## src/rtl/pma_pkg.sv

```systemverilog
// Shared definitions for the receive-side PMA: symbol width, K28.5 comma
// codes and the alignment state machine encoding.
package pma_pkg;

    localparam int PMA_DATA_WIDTH = 10;

    localparam logic [PMA_DATA_WIDTH-1:0] K28_5_RDN = 10'h17C;
    localparam logic [PMA_DATA_WIDTH-1:0] K28_5_RDP = 10'h283;

    typedef enum logic [1:0] {
        HUNT,
        CONFIRM,
        ALIGNED
    } pma_rx_state_t;

endpackage

```

## src/rtl/pma_comma_detect.sv

```systemverilog
// K28.5 comma detector for a 10-bit window (either running disparity).
// Ports: w - candidate window, bit 0 = first bit received; match - comma seen.
module pma_comma_detect
    import pma_pkg::*;
(
    input  logic [PMA_DATA_WIDTH-1:0] w,
    output logic                      match
);

    assign match = (w == K28_5_RDN) || (w == K28_5_RDP);

endmodule

```

## src/rtl/pma_rx.sv

```systemverilog
// Receive PMA deserializer: slides a 10-bit window over the serial stream,
// locks symbol boundaries to K28.5, confirms alignment and emits symbols.
// Ports: Bit_Rate_10 bit clock, Rst sync active-high reset, RX_In serial bit
// (bit a first), RX_Data_Enable hold-in-reset when low; Data_Out aligned
// symbol, Data_Valid one-cycle strobe, Comma_Det K28.5 qualifier, Aligned.
module pma_rx
    import pma_pkg::*;
#(
    parameter int DATA_WIDTH    = PMA_DATA_WIDTH,
    parameter int CONFIRM_COUNT = 2
) (
    input  logic                  Bit_Rate_10,
    input  logic                  Rst,
    input  logic                  RX_In,
    input  logic                  RX_Data_Enable,
    output logic [DATA_WIDTH-1:0] Data_Out,
    output logic                  Data_Valid,
    output logic                  Comma_Det,
    output logic                  Aligned
);

    localparam logic [3:0] CONF_MAX = 4'(CONFIRM_COUNT);

    pma_rx_state_t         state_q, state_d;
    logic [DATA_WIDTH-1:0] sh_q, sh_d;
    logic [3:0]            cnt_q, cnt_d;
    logic [3:0]            conf_q, conf_d;
    logic [DATA_WIDTH-1:0] data_q, data_d;
    logic                  valid_q, valid_d;
    logic                  comma_q, comma_d;
    logic                  aligned_q, aligned_d;

    logic                  match;
    logic                  boundary;
    logic [3:0]            conf_inc;
    logic                  conf_done;

    // Window as it will look after this bit; all decisions use it so a
    // symbol is emitted on the same edge that samples its last bit.
    assign sh_d     = {RX_In, sh_q[DATA_WIDTH-1:1]};
    assign boundary = (cnt_q == 4'd9);

    // Saturating confirm count; >= keeps CONFIRM_COUNT==1 reachable after
    // a realign from ALIGNED.
    assign conf_inc  = (conf_q < CONF_MAX) ? conf_q + 4'd1 : conf_q;
    assign conf_done = ({1'b0, conf_q} + 5'd1) >= {1'b0, CONF_MAX};

    pma_comma_detect u_comma (
        .w     (sh_d),
        .match (match)
    );

    always_comb begin
        state_d   = state_q;
        cnt_d     = boundary ? 4'd0 : cnt_q + 4'd1;
        conf_d    = conf_q;
        data_d    = data_q;
        valid_d   = 1'b0;
        comma_d   = 1'b0;

        unique case (state_q)
            HUNT: begin
                if (match) begin
                    data_d  = sh_d;
                    valid_d = 1'b1;
                    comma_d = 1'b1;
                    cnt_d   = 4'd0;
                    conf_d  = 4'd1;
                    state_d = (CONF_MAX == 4'd1) ? ALIGNED : CONFIRM;
                end
            end
            CONFIRM, ALIGNED: begin
                if (match && boundary) begin
                    data_d  = sh_d;
                    valid_d = 1'b1;
                    comma_d = 1'b1;
                    conf_d  = conf_inc;
                    if (conf_done) begin
                        state_d = ALIGNED;
                    end
                end else if (match) begin
                    // Comma off-boundary: restart the symbol phase here and
                    // drop whatever partial symbol was being assembled.
                    data_d  = sh_d;
                    valid_d = 1'b1;
                    comma_d = 1'b1;
                    cnt_d   = 4'd0;
                    conf_d  = 4'd1;
                    state_d = CONFIRM;
                end else if (boundary) begin
                    data_d  = sh_d;
                    valid_d = 1'b1;
                end
            end
            default: begin
                state_d = HUNT;
            end
        endcase
    end

    assign aligned_d = (state_d == ALIGNED);

    always_ff @(posedge Bit_Rate_10) begin
        if (Rst || !RX_Data_Enable) begin
            state_q   <= HUNT;
            sh_q      <= '0;
            cnt_q     <= 4'd0;
            conf_q    <= 4'd0;
            data_q    <= '0;
            valid_q   <= 1'b0;
            comma_q   <= 1'b0;
            aligned_q <= 1'b0;
        end else begin
            state_q   <= state_d;
            sh_q      <= sh_d;
            cnt_q     <= cnt_d;
            conf_q    <= conf_d;
            data_q    <= data_d;
            valid_q   <= valid_d;
            comma_q   <= comma_d;
            aligned_q <= aligned_d;
        end
    end

    assign Data_Out   = data_q;
    assign Data_Valid = valid_q;
    assign Comma_Det  = comma_q;
    assign Aligned    = aligned_q;

endmodule

```

## config.mk

```make
export PLATFORM = sky130hd
export DESIGN_NAME = pma_rx
export DESIGN_NICKNAME = d
export VERILOG_FILES = /design/src/rtl/pma_pkg.sv /design/src/rtl/pma_comma_detect.sv /design/src/rtl/pma_rx.sv
export SDC_FILE = /design/constraint.sdc
export NUM_CORES = 1
export LEC_CHECK = 0
export BUFFER_PORTS_ARGS = -buffer_cell sky130_fd_sc_hd__buf_4
export CAP_MARGIN = 10
export CORE_ASPECT_RATIO = 1.25
export CORE_UTILIZATION = 45
export CTS_BUF_LIST = sky130_fd_sc_hd__clkbuf_8
export CTS_CLUSTER_DIAMETER = 200
export CTS_CLUSTER_SIZE = 40
export DETAILED_ROUTE_END_ITERATION = 6
export GPL_TIMING_DRIVEN = 0
export HOLD_SLACK_MARGIN = 0.08
export PLACE_DENSITY = 0.67
export SYNTH_ARGS = -nofsm -noshare
export SYNTH_HDL_FRONTEND = slang
export SYNTH_HIERARCHICAL = 1
export SYNTH_SLANG_ARGS = --single-unit
```

## constraint.sdc

```tcl
create_clock -name Bit_Rate_10 -period 2 [get_ports Bit_Rate_10]
set_clock_uncertainty 0.2 [all_clocks]
set_input_delay 0.1 -clock Bit_Rate_10 [delete_from_list [all_inputs] [get_ports Bit_Rate_10]]
set_output_delay 0.1 -clock Bit_Rate_10 [all_outputs]
set_load 0.1 [all_outputs]
```

==> qor.txt <==
Outcome = finished with violations
Failing checks = negative setup slack
Clk_lat worst skew = 280 ps
Routed WL = 3030 µm
R2R cell count = 8
Worst setup margin = -94.4 ps
Routability cong. = 0.785
HP Class = register to register
Worst VDD drop = 0.413 mV
Hold Slack = 252 ps
CP max stage delay = 310 ps
Fin. max-slew vios = 0
Post-synthesis sequential area ratio = 47.2%
R2R Path End = Data_Out[2]
CP Capture Type = register
Net count after synthesis = 154
Clock root cell = clkbuf_8
Height of the die = 63.4 µm
CP required = 1960 ps
Total number of vias = 1159
IO Pins = 17
Leading cell type in the layout, fill and taps excluded = dfxtp_1
Power per standard cell area = 638 mW/mm²
RSZ-0062 raised after global routing = yes
Highest clock rate = 477 MHz
DRC = 0
Main combinational cell family by area after synthesis = simple AND/OR/NAND/NOR gates
Most used cell along the critical path = buf_6
Adder-cell share of the synthesized area = 5.53%
Layout Cells excl Fill = 212
DRT antenna net count = 0
CTS sink count = 32
Num rows = 21
Initial core utilization = 49.2%
CP Launch Type = register
Tcrit/Tclk final = 105%
R2R Path Start = sh_q[8]
Met2 routed wirelength = 1500 µm
Final Setup Violations = 15
Total track usage = 21.0%
Cell type with the largest total area after synthesis = dfxtp_1
Hpwl dp = 2000 µm
Synth Warn # = 6
Critical path fanouts, max = 10
Die X = 51.1 µm
Clk pin slew, worst setup/hold paths = 60 ps
R2R setup slack = -90 ps
Post-Synth Simple-Gate Area = 25.3%
Cell count after placement = 194
Main area contributors after synthesis = dfxtp_1, nand2_1, and2_1
Post-synth top area share = 47.2%
Setup TNS = -956 ps
WS Path Type = register to register
IO Port Bufs = 16
Core box area = 0.00276 mm²
Routed wl met3 = 85 µm
Design Power = 1.13 mW
First-pass GRT wire length = 4930 µm
Count of state elements after synthesis = 32
Worst slew pin tran = 566 ps
Synth unique cells = 42
# nets final = 188
CP cell instances = and4bb_1, nand3_2, o41ai_4, buf_6, nor2b_2, a221oi_4, buf_6, o21ai_0
Worst setup path endpoint = Data_Out[2]
Max clock buf depth = 2
Antenna Diode Count = 0
Clock buffer count from CTS = 5
DR iter-0 viols = 32
Most frequent cells in the layout = dfxtp_1, nand2_1, buf_4
Area Overhead vs Synth = 30.3%
DIE AREA = 0.00324 mm²
Top Metal Used = met4
Vias in the first global route = 1054
H-tree lvl count = 2
Area fraction in compound gates after synthesis = 15.4%
Leak Pwr = 0.709 nW
Worst EP arrival = 2060 ps
Post-synthesis mux area share = 0.829%
Vias per cell = 5.47
Antenna violations before repair = 0
Crit path max-delay cell type = dfxtp_2
Pre-Repair DR Iteration Count = 4
Slew headroom = 62.2%
Max Cap Viol = 0
Critical Path Source = sh_q[8]
Post-Syn Area per Cell = 9.43 µm²
XOR/XNOR share of the synthesized area = 1.29%
Routed wire per std cell = 14.3 µm
Final min period = 2090 ps
Met1 WL = 1350 µm
Fin. Hold Viols = 0
CTS tree = done
GR Overflow Total = 0
Share of cells above drive strength 1 = 29.2%
Largest net degree at the start of global routing = 11
Post-Synthesis Cells = 144
Synth Cell Area = 0.00136 mm²
-- cell families after synthesis --
family                   count (synthesis)
buffers and inverters                   12
AND/OR/NAND/NOR                         65
AO/OA/AOI/OAI                           26
XOR/XNOR                                 2
multiplexers                             1
adder cells (fa/ha/maj)                  6
flip-flops                              32
-- through the flow --
step / worst slack, ps / cell area (µm²) / utilization, %
2_1_floorplan: -11.3 / 1370 / -
3_3_place_gp: -232 / 1540 / 55.7
3_5_place_dp: -272 / 1540 / 55.7
4_1_cts: -95.7 / 1720 / 62.4
5_1_grt: -155 / 1770 / 64.1
6_report: -94.4 / 1770 / 64.1
-- synth_stat cells --
master,count
a2111oi_0,1
a2111oi_2,1
a211oi_1,1
a21oi_1,2
a221oi_4,1
a22o_1,2
and2_1,12
and3_1,1
and4bb_1,1
buf_2,1
buf_6,2
clkbuf_1,2
dfxtp_1,32
ha_1,6
inv_1,6
inv_2,1
mux2_2,1
nand2_1,22
nand2b_1,1
nand3_1,4
nand3_2,1
nand3b_1,1
nand4_1,1
nand4b_1,2
nor2_1,8
nor2b_1,2
nor3_1,5
nor4_1,1
nor4b_1,1
nor4bb_1,1
o211ai_1,1
o21ai_0,9
o21ai_1,1
o21ai_2,1
o221a_2,1
o22ai_1,1
o31a_1,1
o31ai_1,2
o41ai_2,1
or2_2,1
xnor2_1,1
xor2_1,1
-- power by group --
group / total (mW) / switching, mW / internal [mW] / leakage [nW]
Clock: 0.450 / 0.219 / 0.231 / 0.0452
Sequential: 0.644 / 0.00278 / 0.641 / 0.260
Combinational: 0.0346 / 0.0181 / 0.0164 / 0.404
-- flip-flops by register name, indices dropped and copies added (netlist names) --
name and cells:
state_q 2, Comma_Det 1, cnt_q 4, conf_q 4, Data_Out 10, Aligned 1
Data_Valid 1, sh_q 9
-- timing repair --
item | in CTS | in global routing
hold buffers | 4 | 0
endpoints found under the setup margin | 18 | 21
pin swaps | 5 | 7
setup buffers | 5 | 2
gates resized for setup | 12 | 9
hold endpoints to repair | 4 | 0
-- final cells by class --
| class | count | area [µm²] |
|---|---|---|
| inverter | 7 | 31.3 |
| timing repair buffer | 27 | 216 |
| fill | 227 | 990 |
| buffer | 5 | 35.0 |
| multi-input combinational | 100 | 721 |
| tap | 34 | 42.5 |
| clock buffer | 5 | 68.8 |
| sequential | 32 | 646 |
| clock inverter | 2 | 8.76 |
-- worst min path at each step --
stage                        to  cells past startpoint  slack (ps)        start
floorplan               sh_q[9]                      1          40        RX_In
global placement        sh_q[9]                      2         160        RX_In
detailed placement      sh_q[9]                      2         170        RX_In
CTS                 Data_Out[7]                      2         250  Data_Out[7]
global route        Data_Out[8]                      2         270  Data_Out[8]
finish              Data_Out[7]                      2         250  Data_Out[7]
-- critical path, delay by kind of cell (launching register included) --
kind,cells,cell delay [ps]
AO/OA/AOI/OAI,3,680
AND/OR/NAND/NOR,3,410
buffers and inverters,2,370
flip-flops,1,310
-- layer usage --
layer | track usage, % | vias up
li1 | - | 573
met1 | 24.3 | 549
met2 | 33.9 | 27
met3 | 6.76 | 10
met4 | 10.4 | 0
met5 | 0 | -
Power figures use the tool's default switching activity.
